<file path="src/rtl/regfile_mbist_pkg.sv">
// Shared types and the March C- element table for the register-file MBIST engine.
package regfile_mbist_pkg;

  typedef enum logic [1:0] {IDLE, RUN, RD_WAIT, DONE} state_e;
  typedef enum logic [1:0] {OP_W0, OP_W1, OP_R0, OP_R1} op_e;

  localparam int unsigned NUM_ELEM = 6;

  typedef struct packed {
    logic       down;
    logic [1:0] n_ops;
    op_e        op0;
    op_e        op1;
  } elem_t;

  localparam elem_t ELEM_TBL [NUM_ELEM] = '{
    '{down: 1'b0, n_ops: 2'd1, op0: OP_W0, op1: OP_W0},
    '{down: 1'b0, n_ops: 2'd2, op0: OP_R0, op1: OP_W1},
    '{down: 1'b0, n_ops: 2'd2, op0: OP_R1, op1: OP_W0},
    '{down: 1'b1, n_ops: 2'd2, op0: OP_R0, op1: OP_W1},
    '{down: 1'b1, n_ops: 2'd2, op0: OP_R1, op1: OP_W0},
    '{down: 1'b0, n_ops: 2'd1, op0: OP_R0, op1: OP_R0}
  };

  function automatic logic op_is_read(op_e op);
    return (op == OP_R0) || (op == OP_R1);
  endfunction

  function automatic logic op_is_ones(op_e op);
    return (op == OP_W1) || (op == OP_R1);
  endfunction

endpackage

</file>
<file path="src/rtl/regfile_mbist_addr_gen.sv">
// Up/down address counter for one march element, with load-first, step and last-address flag.
module regfile_mbist_addr_gen
  import regfile_mbist_pkg::*;
#(
  parameter int unsigned ADDR_WIDTH = 5,
  parameter int unsigned ADDR_MIN   = 1,
  parameter int unsigned ADDR_MAX   = 31
) (
  input  logic                  clk,
  input  logic                  rst,
  input  logic                  load,
  input  logic                  load_down,
  input  logic                  step,
  input  logic                  down,
  output logic [ADDR_WIDTH-1:0] addr,
  output logic                  last
);

  localparam logic [ADDR_WIDTH-1:0] A_MIN = ADDR_WIDTH'(ADDR_MIN);
  localparam logic [ADDR_WIDTH-1:0] A_MAX = ADDR_WIDTH'(ADDR_MAX);

  always_ff @(posedge clk) begin
    if (rst) begin
      addr <= '0;
    end else if (load) begin
      addr <= load_down ? A_MAX : A_MIN;
    end else if (step) begin
      addr <= down ? addr - 1'b1 : addr + 1'b1;
    end
  end

  assign last = down ? (addr == A_MIN) : (addr == A_MAX);

endmodule

</file>
<file path="src/rtl/regfile_mbist_ctrl.sv">
// March C- MBIST controller driving the register-file 1RW test port and reporting first failure.
module regfile_mbist_ctrl
  import regfile_mbist_pkg::*;
#(
  parameter int unsigned ADDR_WIDTH = 5,
  parameter int unsigned DATA_WIDTH = 32,
  parameter int unsigned ADDR_MIN   = 1,
  parameter int unsigned ADDR_MAX   = (1 << ADDR_WIDTH) - 1
) (
  input  logic                  clk,
  input  logic                  rst,
  input  logic                  start_i,
  output logic                  busy_o,
  output logic                  done_o,
  output logic                  pass_o,
  output logic                  bist_o,
  output logic                  csn_t_o,
  output logic                  wen_t_o,
  output logic [ADDR_WIDTH-1:0] a_t_o,
  output logic [DATA_WIDTH-1:0] d_t_o,
  input  logic [DATA_WIDTH-1:0] q_t_i,
  output logic [ADDR_WIDTH-1:0] fail_addr_o,
  output logic [2:0]            fail_elem_o,
  output logic [DATA_WIDTH-1:0] fail_data_o
);

  state_e                state_q, state_d;
  logic [2:0]            elem_q, elem_d;
  logic                  op_idx_q, op_idx_d;
  logic                  pass_d, fail_cap, fail_clr, adv;
  logic                  ag_load, ag_load_down, ag_step, ag_last;
  logic [ADDR_WIDTH-1:0] addr;
  elem_t                 cur;
  op_e                   op;
  logic                  last_op;
  logic [DATA_WIDTH-1:0] pattern;

  assign cur     = ELEM_TBL[elem_q];
  assign op      = op_idx_q ? cur.op1 : cur.op0;
  assign last_op = ({1'b0, op_idx_q} == (cur.n_ops - 2'd1));
  assign pattern = op_is_ones(op) ? '1 : '0;

  // Loading uses the incoming element's direction; stepping and the last flag use the current one.
  regfile_mbist_addr_gen #(
    .ADDR_WIDTH(ADDR_WIDTH),
    .ADDR_MIN  (ADDR_MIN),
    .ADDR_MAX  (ADDR_MAX)
  ) u_addr_gen (
    .clk      (clk),
    .rst      (rst),
    .load     (ag_load),
    .load_down(ag_load_down),
    .step     (ag_step),
    .down     (cur.down),
    .addr     (addr),
    .last     (ag_last)
  );

  always_comb begin
    state_d      = state_q;
    elem_d       = elem_q;
    op_idx_d     = op_idx_q;
    pass_d       = pass_o;
    fail_cap     = 1'b0;
    fail_clr     = 1'b0;
    adv          = 1'b0;
    ag_load      = 1'b0;
    ag_load_down = 1'b0;
    ag_step      = 1'b0;
    case (state_q)
      IDLE, DONE: begin
        if (start_i) begin
          state_d      = RUN;
          elem_d       = '0;
          op_idx_d     = 1'b0;
          pass_d       = 1'b0;
          fail_clr     = 1'b1;
          ag_load      = 1'b1;
          ag_load_down = ELEM_TBL[0].down;
        end
      end
      RUN: begin
        if (op_is_read(op)) state_d = RD_WAIT;
        else                adv     = 1'b1;
      end
      RD_WAIT: begin
        if (q_t_i != pattern) begin
          fail_cap = 1'b1;
          pass_d   = 1'b0;
          state_d  = DONE;
        end else begin
          state_d = RUN;
          adv     = 1'b1;
        end
      end
      default: state_d = IDLE;
    endcase
    if (adv) begin
      if (!last_op) begin
        op_idx_d = 1'b1;
      end else begin
        op_idx_d = 1'b0;
        if (!ag_last) begin
          ag_step = 1'b1;
        end else if (elem_q == 3'(NUM_ELEM - 1)) begin
          state_d = DONE;
          pass_d  = 1'b1;
        end else begin
          elem_d       = elem_q + 3'd1;
          ag_load      = 1'b1;
          ag_load_down = ELEM_TBL[elem_q + 3'd1].down;
        end
      end
    end
  end

  always_ff @(posedge clk) begin
    if (rst) begin
      state_q     <= IDLE;
      elem_q      <= '0;
      op_idx_q    <= 1'b0;
      pass_o      <= 1'b0;
      fail_addr_o <= '0;
      fail_elem_o <= '0;
      fail_data_o <= '0;
    end else begin
      state_q  <= state_d;
      elem_q   <= elem_d;
      op_idx_q <= op_idx_d;
      pass_o   <= pass_d;
      if (fail_clr) begin
        fail_addr_o <= '0;
        fail_elem_o <= '0;
        fail_data_o <= '0;
      end else if (fail_cap) begin
        fail_addr_o <= addr;
        fail_elem_o <= elem_q;
        fail_data_o <= q_t_i;
      end
    end
  end

  assign busy_o  = (state_q == RUN) || (state_q == RD_WAIT);
  assign bist_o  = busy_o;
  assign done_o  = (state_q == DONE);
  assign csn_t_o = (state_q != RUN);
  assign wen_t_o = !((state_q == RUN) && !op_is_read(op));
  assign a_t_o   = busy_o ? addr : '0;
  assign d_t_o   = !wen_t_o ? pattern : '0;

endmodule

</file>
<file path="config.mk">
export PLATFORM = sky130hd
export DESIGN_NAME = regfile_mbist_ctrl
export DESIGN_NICKNAME = d
export VERILOG_FILES = /design/src/rtl/regfile_mbist_pkg.sv /design/src/rtl/regfile_mbist_addr_gen.sv /design/src/rtl/regfile_mbist_ctrl.sv
export SDC_FILE = /design/constraint.sdc
export NUM_CORES = 1
export LEC_CHECK = 0
export ABC_AREA = 0
export CAP_MARGIN = 5
export CORE_MARGIN = 2
export CORE_UTILIZATION = 47
export CTS_CLUSTER_SIZE = 30
export DETAILED_ROUTE_END_ITERATION = 6
export PLACE_DENSITY = 0.95
export RECOVER_POWER = 100
export SYNTH_ARGS = -nofsm -noshare
export SYNTH_HDL_FRONTEND = slang
export SYNTH_SLANG_ARGS = --single-unit
</file>
<file path="constraint.sdc">
create_clock -name clk -period 10.11 [get_ports clk]
set_clock_uncertainty 0.15 [all_clocks]
set_input_delay 2.5275 -clock clk [delete_from_list [all_inputs] [get_ports clk]]
set_output_delay 2.5275 -clock clk [all_outputs]
set_load 0.005 [all_outputs]
</file>
==> impl_metrics.yaml, run 1 <==
logic_synthesis:
  yosys_warnings: 0
  netlist_area_um2: 2910
  async_reset_ff_share_pct: 0
  avgSynthCellArea_um2: 8.98
  synth_sequential_area_ratio_pct: 35.8
  count_of_flip_flops_with_a_built_in_enable_after_synthesis: 0
  synth_cell_types: 48
  syn-num-nets: 372
  ys_seq_elements: 52
  synthesis.instances: 324
  yosys_most_used_dff: "sky130_fd_sc_hd__dfxtp_1"
power_and_ir_drop:
  power_frac_seq_pct: 54.7
  leakage_power_summed_over_all_cells_uw: 0.00192
  internal-power_uw: 283
  irDropWorstVdd_mv: 0.0696
  power.net_switching_uw: 99.5
  power_density_nw_per_um2: 97.4
  clkPwrFrac_pct: 30.8
  netSwitchingFraction_pct: 26.0
  combinationalPowerShare_pct: 14.5
floorplanning:
  initial_core_util_pct: 48.9
  die_width_um: 82.7
  die_h_um: 82.7
  ioPinCount: 118
  placement_rows: 28
  die_area_um2: 6840
  core_area_um2: 5960
sta:
  setup_violations: 0
  timing_hold_violations_final: 0
  finalWorstPathRequiredPeriod_ns: 6.96
  grt_setup_unrepaired: "false"
  finalMaxSlewViolations: 27
  fin_hold_ws_ns: 0.324
  tns_ns: 0
  timing.fmax_mhz: 144
  max_slew_margin_pct: -18.7
  worst_pin_slew_ns: 1.78
  post-route-period-util_pct: 68.9
place:
  numPortBuffers: 117
  gp_congestion: 0.940
  detailed_place_hpwl_um: 5400
layout:
  antennaDiodeCount: 0
  synthToLayoutAreaGrowth_pct: 34.8
  finalCoreUtilization_pct: 65.9
  drive_above_1_share_pct: 4.21
  design.final.nets: 451
global_route:
  grt_max_degree: 33
  vias_in_the_first_global_route: 2327
  global_route_wire_length_before_repair_um: 10800
  antenna_violations_before_repair: 0
  overflow: 0
  grt_use_total_pct: 20.3
setup_path:
  worstSetupStartpointType: "input pin"
  crit_type: "input pin to register"
  crit_path_end_kind: "register"
  critical_path.slowest_cell: "sky130_fd_sc_hd__clkbuf_1"
  timing.critical_path.cells: "dlygate4sd3_1, nand4_1, or4_1, nor3_1, a21o_1, or2_0, clkbuf_1, mux2i_1, nor2_1"
  critPathArrivalTime_ns: 7.00
  timing.critical_path.fanout_max: 26
  dominant_delay_contributor_by_cell_family_on_the_critical_path: "simple AND/OR/NAND/NOR gates"
  slowest_delay_ns: 1.36
  required_ns: 10.14
  critical_path_buf_inv_count: 2
clock_network:
  cts_sinks: 52
  postCtsHoldBufs: 0
  insertion_delay_ns: 0.31
  cts.repair.resized: 0
  clock_tree.htree_level_count: 2
  cts.clk_slew.worst_paths_ns: 0.09
  cts_tree: "done"
  post-cts-setup-buffers: 0
  cts_inserted_buffers: 5
  cts_max_path_buffers: 2
  clock_root_cell: "sky130_fd_sc_hd__clkbuf_8"
hold_path:
  hold_class: "register to register"
detailed_routing:
  routed_wirelength_um: 7070
  detail_route.wl_per_cell_um: 14.8
  drt_pre_antenna_iters: 4
  count_of_unresolved_drc_violations_after_routing: 0
  detail-route-antenna-nets: 0
  vias_per_cell: 5.38
  routed-via-count: 2576
  drt_first_iter_violations: 102
outcome:
  status: "complete, but fails checks"
  failing_checks: "capacitance limit, slew limit"
flow_run:
  cap_viol_max_count: 1
==> metrics by stage <==
step	total power (µW)	cells	setup slack (ns)	cell area, µm²
after floorplan	243	324	4.86	2910
after global placement	271	471	4.61	3880
after detailed placement	272	471	4.49	3880
after CTS	388	479	4.31	3970
after global routing	398	479	2.89	3920
final	382	479	3.15	3920
==> synthesized netlist by cell type (all sizes together) (4+ instances only) <==
master	count	share of area, %
ha	13	5.6
mux2i	43	15
o21a	5	1.3
nor3	6	1.0
buf	39	9.8
inv	14	1.8
nor2	52	6.7
nor4	11	3.1
and3	4	0.86
clkbuf	8	1.0
a21oi	10	2.1
a31oi	7	1.5
nand2	7	0.90
nand4	12	2.6
dfxtp	52	36
o21ai	7	1.6
==> sequential cells by signal, summed over array words and instances (netlist names) <==
register / count
state_q: 2
op_idx_q: 1
u_addr_gen.addr: 5
pass_o: 1
fail_addr_o: 5
elem_q: 3
fail_elem_o: 3
fail_data_o: 32
==> logic make-up (layout without fill, tap and decap cells) <==
| kind of cell | count (synthesis) | in the layout | share of synthesized area [%] |
|---|---|---|---|
| AND/OR/NAND/NOR | 108 | 108 | 18.8 |
| buffers and inverters | 61 | 141 | 12.6 |
| flip-flops | 52 | 52 | 35.8 |
| AO/OA/AOI/OAI | 45 | 45 | 11.8 |
| multiplexers | 43 | 43 | 14.8 |
| adder cells (fa/ha/maj) | 13 | 13 | 5.59 |
| XOR/XNOR | 2 | 2 | 0.602 |
==> per-layer routing <==
metal | global-route usage [%] | up-vias | wire (µm)
met5 | 0 | - | 0
met2 | 35.6 | 115 | 3550
met3 | 3.91 | 11 | 498
li1 | - | 1261 | -
met1 | 24.4 | 1189 | 2920
met4 | 7.54 | 0 | 98
==> cell usage in the layout (no fill, tap or decap), drive strengths merged, types with 2 or more instances in the layout <==
master | netlist | routed
a21o | 3 | 3
a21oi | 10 | 10
a31oi | 7 | 7
and3 | 4 | 4
clkbuf | 8 | 6
clkdlybuf4s50 | 0 | 35
clkinv | 0 | 3
dfxtp | 52 | 52
dlygate4sd3 | 0 | 82
ha | 13 | 13
inv | 14 | 14
mux2i | 43 | 43
nand2 | 7 | 7
nand2b | 3 | 3
nand3 | 3 | 3
nand4 | 12 | 12
nor2 | 52 | 52
nor2b | 3 | 3
nor3 | 6 | 6
nor4 | 11 | 11
o211ai | 2 | 2
o21a | 5 | 5
o21ai | 7 | 7
or2 | 3 | 3
or3 | 2 | 2
==> layout make-up <==
cell class | count | area, µm²
clock buffers | 5 | 68.8
clock inverters | 3 | 18.8
fillers | 491 | 2030
inverters | 14 | 52.6
multi-input cells | 211 | 1470
flip-flops and latches | 52 | 1040
well taps | 75 | 93.8
repair buffers | 119 | 1180
==> path summary, 6_finish.rpt <==
path                        startpoint                          end  slack [ns]  depth (start not counted)
setup / recovery              q_t_i[4]  fail_data_o[5]$_SDFFE_PP0P_        3.15                          9
hold / removal       pass_o$_SDFF_PP0_            pass_o$_SDFF_PP0_        0.32                          2
setup reg to reg  elem_q[0]$_SDFF_PP0_  fail_data_o[5]$_SDFFE_PP0P_        5.09                         10
hold reg to reg      pass_o$_SDFF_PP0_            pass_o$_SDFF_PP0_        0.32                          2
==> worst min-delay path, cell delays in order, from the launching register on <==
cell,delay (ns)
sky130_fd_sc_hd__dfxtp_1,0.32
sky130_fd_sc_hd__nand2_1,0.07
sky130_fd_sc_hd__a21oi_2,0.05
==> power by group through the flow <==
stage                     clock network, µW  logic (µW)  registers [µW]
after global routing                    128        60.2             209
final                                   118        55.5             209
after detailed placement                  0        58.0             214
after CTS                               120        58.5             209
after floorplan                           0        29.9             213
after global placement                    0        57.2             214
Note: power is estimated with default switching activity, not from simulation.
==> inputs of run 2 (changes only) <==
--- a/config.mk
+++ b/config.mk
@@ -8,10 +8,10 @@
 export ABC_AREA = 0
 export CAP_MARGIN = 5
 export CORE_MARGIN = 2
-export CORE_UTILIZATION = 47
+export CORE_UTILIZATION = 39
 export CTS_CLUSTER_SIZE = 30
 export DETAILED_ROUTE_END_ITERATION = 6
-export PLACE_DENSITY = 0.95
+export PLACE_DENSITY = 0.86
 export RECOVER_POWER = 100
 export SYNTH_ARGS = -nofsm -noshare
 export SYNTH_HDL_FRONTEND = slang
==> constraint.sdc (replaced) <==
create_clock -name clk -period 6.2 [get_ports clk]
set_clock_uncertainty 0.15 [all_clocks]
set_input_delay 1.55 -clock clk [delete_from_list [all_inputs] [get_ports clk]]
set_output_delay 1.55 -clock clk [all_outputs]
set_load 0.005 [all_outputs]
==> run 2 against run 1 <==
  * The run still ends with capacitance limit, slew limit left
  * Setup slack worse by 2.1 ns
  * Combinational power up 64%
  * Critical path depth down 1
  * Clock power up 99%
  * Non-clock buffer count down 1
  * Die area up 19%
  * Final area up 1.1%
  * Final cell count up 4.8%
  * Count of clock-buffer cells in the layout up 1
  * Global-route usage down 3.1 points
  * Sequential cell count unchanged
  * Sequential power up 63%
  * Critical endpoint is now fail_data_o[30]$_SDFFE_PP0P_
  * Highest routed layer unchanged
==> impl_metrics.yaml, run 2 (same netlist as run 1, synthesis figures left out) <==
power_and_ir_drop:
  clkPwrFrac_pct: 35.3
  netSwitchingFraction_pct: 24.4
  post-layout-total-power_uw: 667
  power.net_switching_uw: 163
  combinationalPowerShare_pct: 13.6
  power_density_nw_per_um2: 168
  power_frac_seq_pct: 51.1
  leakage_power_summed_over_all_cells_uw: 0.00193
  irDropWorstVdd_mv: 0.125
  internal-power_uw: 504
clock_network:
  cts_inserted_buffers: 5
  cts.repair.resized: 0
  postCtsHoldBufs: 0
  clock_root_cell: "sky130_fd_sc_hd__clkbuf_8"
  insertion_delay_ns: 0.30
  cts_tree: "done"
  cts_sinks: 52
  cts_max_path_buffers: 2
  post-cts-setup-buffers: 0
  cts.clk_slew.worst_paths_ns: 0.10
  clock_tree.htree_level_count: 2
setup_path:
  timing.critical_path.fanout_max: 41
  worst_setup_path_startpoint: "q_t_i[31]"
  critPathArrivalTime_ns: 5.18
  timing.critical_path.cells: "dlygate4sd3_1, nand4_1, or4_1, nor3_1, a21o_1, or2_1, mux2i_1, nor2_1"
  crit_type: "input pin to register"
  critical_path.reg2reg.startpoint: "elem_q[0]$_SDFF_PP0_"
  terminus_of_the_critical_flop_to_flop_path: "fail_data_o[30]$_SDFFE_PP0P_"
  slowest_delay_ns: 1.58
  critical_path.slowest_cell: "sky130_fd_sc_hd__or2_1"
  critical_path_buf_inv_count: 1
  dominant_delay_contributor_by_cell_family_on_the_critical_path: "simple AND/OR/NAND/NOR gates"
  crit_path_end_kind: "register"
  reg2reg_setup_slack_ns: 2.10
  worstSetupStartpointType: "input pin"
  required_ns: 6.24
  worst-r2r-cell-count: 9
floorplanning:
  die_area_um2: 8170
  die_width_um: 90.4
  placement_rows: 31
  ioPinCount: 118
  die_h_um: 90.4
  core_area_um2: 7250
  initial_core_util_pct: 40.1
sta:
  worst_pin_slew_ns: 2.19
  grt_setup_unrepaired: "false"
  tns_ns: 0
  timing_hold_violations_final: 0
  finalMaxSlewViolations: 42
  finalWorstPathRequiredPeriod_ns: 5.14
  fin_hold_ws_ns: 0.335
  max_slew_margin_pct: -46.3
  setup_violations: 0
  timing.fmax_mhz: 195
  post-route-period-util_pct: 82.8
outcome:
  status: "complete, but fails checks"
  failing_checks: "capacitance limit, slew limit"
detailed_routing:
  count_of_unresolved_drc_violations_after_routing: 0
  detail_route.wl_per_cell_um: 14.3
  routed_wirelength_um: 7180
  drt_first_iter_violations: 132
  routed-via-count: 2613
  drt_pre_antenna_iters: 4
  vias_per_cell: 5.21
  detail-route-antenna-nets: 0
layout:
  design.final.nets: 450
  synthToLayoutAreaGrowth_pct: 36.2
  post_layout_nonfiller_instances: 502
  largest_register_ff_count: 32
  max_flop_register: "fail_data_o"
  mostFrequentLayoutCells: "sky130_fd_sc_hd__dlygate4sd3_1 (82), sky130_fd_sc_hd__nor2_1 (52), sky130_fd_sc_hd__dfxtp_1 (52)"
  antennaDiodeCount: 0
  post_route_cell_area_um2: 3970
  drive_above_1_share_pct: 4.22
  reg.largest.list: "fail_data_o x32, fail_addr_o x5, u_addr_gen.addr x5"
  most_common_cell_after_layout_fill_and_taps_aside: "sky130_fd_sc_hd__dlygate4sd3_1"
place:
  detailed_place_hpwl_um: 5440
  numPortBuffers: 117
  placed_cells: 494
  gp_congestion: 0.889
  placed_cell_area_um2: 3900
global_route:
  overflow: 0
  grt_max_degree: 42
  vias_in_the_first_global_route: 2448
  antenna_violations_before_repair: 0
  global_route_wire_length_before_repair_um: 11700
  grt_use_total_pct: 17.1
hold_path:
  hold_class: "register to register"
  holdPathStages: 2
  holdCritStartpoint: "pass_o$_SDFF_PP0_"
  hold_path_end: "pass_o$_SDFF_PP0_"
flow_run:
  cap_viol_max_count: 1
[run 2: cell count changes in the layout (fill, tap and decap cells not counted), sizes merged]
cell | previous run | this run
bufinv | 0 | 1
clkinv | 3 | 0
inv | 14 | 15
[run 2: power groups by stage]
stage,Sequential (µW),Combinational (µW),Clock (µW)
3_3_place_gp,349,93.6,0
4_1_cts,341,96.0,240
3_5_place_dp,349,95.5,0
2_1_floorplan,347,48.7,0
5_1_grt,342,99.6,254
6_report,341,90.9,235
[run 2: final cells by class]
class / instances / area, µm²
timing repair buffer: 118 / 1180
tap: 99 / 124
sequential: 52 / 1040
clock inverter: 2 / 38.8
fill: 664 / 3290
multi-input combinational: 211 / 1460
inverter: 14 / 52.6
clock buffer: 6 / 72.6
[run 2: how the worst max path moves through the flow]
stage,end,slack [ns],depth (start not counted)
6_report,fail_data_o[30]$_SDFFE_PP0P_,1.06,8
5_1_grt,fail_data_o[30]$_SDFFE_PP0P_,0.77,8
4_1_cts,d_t_o[31],1.38,6
3_5_place_dp,fail_data_o[30]$_SDFFE_PP0P_,1.49,8
3_3_place_gp,fail_data_o[4]$_SDFFE_PP0P_,1.57,8
2_1_floorplan,d_t_o[10],1.93,7
[run 2: metal layers]
metal | vias to the layer above | global-route usage, % | routed length, µm
li1 | 1267 | - | -
met1 | 1224 | 20.1 | 2970
met2 | 115 | 30.6 | 3540
met3 | 7 | 4.84 | 593
met4 | 0 | 4.62 | 76
met5 | - | 0 | 0
[run 2: metrics by stage]
stage	worst slack, ns	util, %
floorplan	1.93	-
global placement	1.57	53.8
detailed placement	1.49	53.8
CTS	1.38	55.3
global route	0.770	54.7
finish	1.06	54.7
[run 2: worst reg2reg max path: stages (launching register included)]
cell and delay (ns):
sky130_fd_sc_hd__dfxtp_1 0.56, sky130_fd_sc_hd__inv_1 0.18, sky130_fd_sc_hd__ha_1 0.23, sky130_fd_sc_hd__or3_1 0.32, sky130_fd_sc_hd__and3_1 0.22, sky130_fd_sc_hd__nor3_1 0.19
sky130_fd_sc_hd__a21o_1 0.12, sky130_fd_sc_hd__or2_1 1.58, sky130_fd_sc_hd__mux2i_1 0.38, sky130_fd_sc_hd__nor2_1 0.06
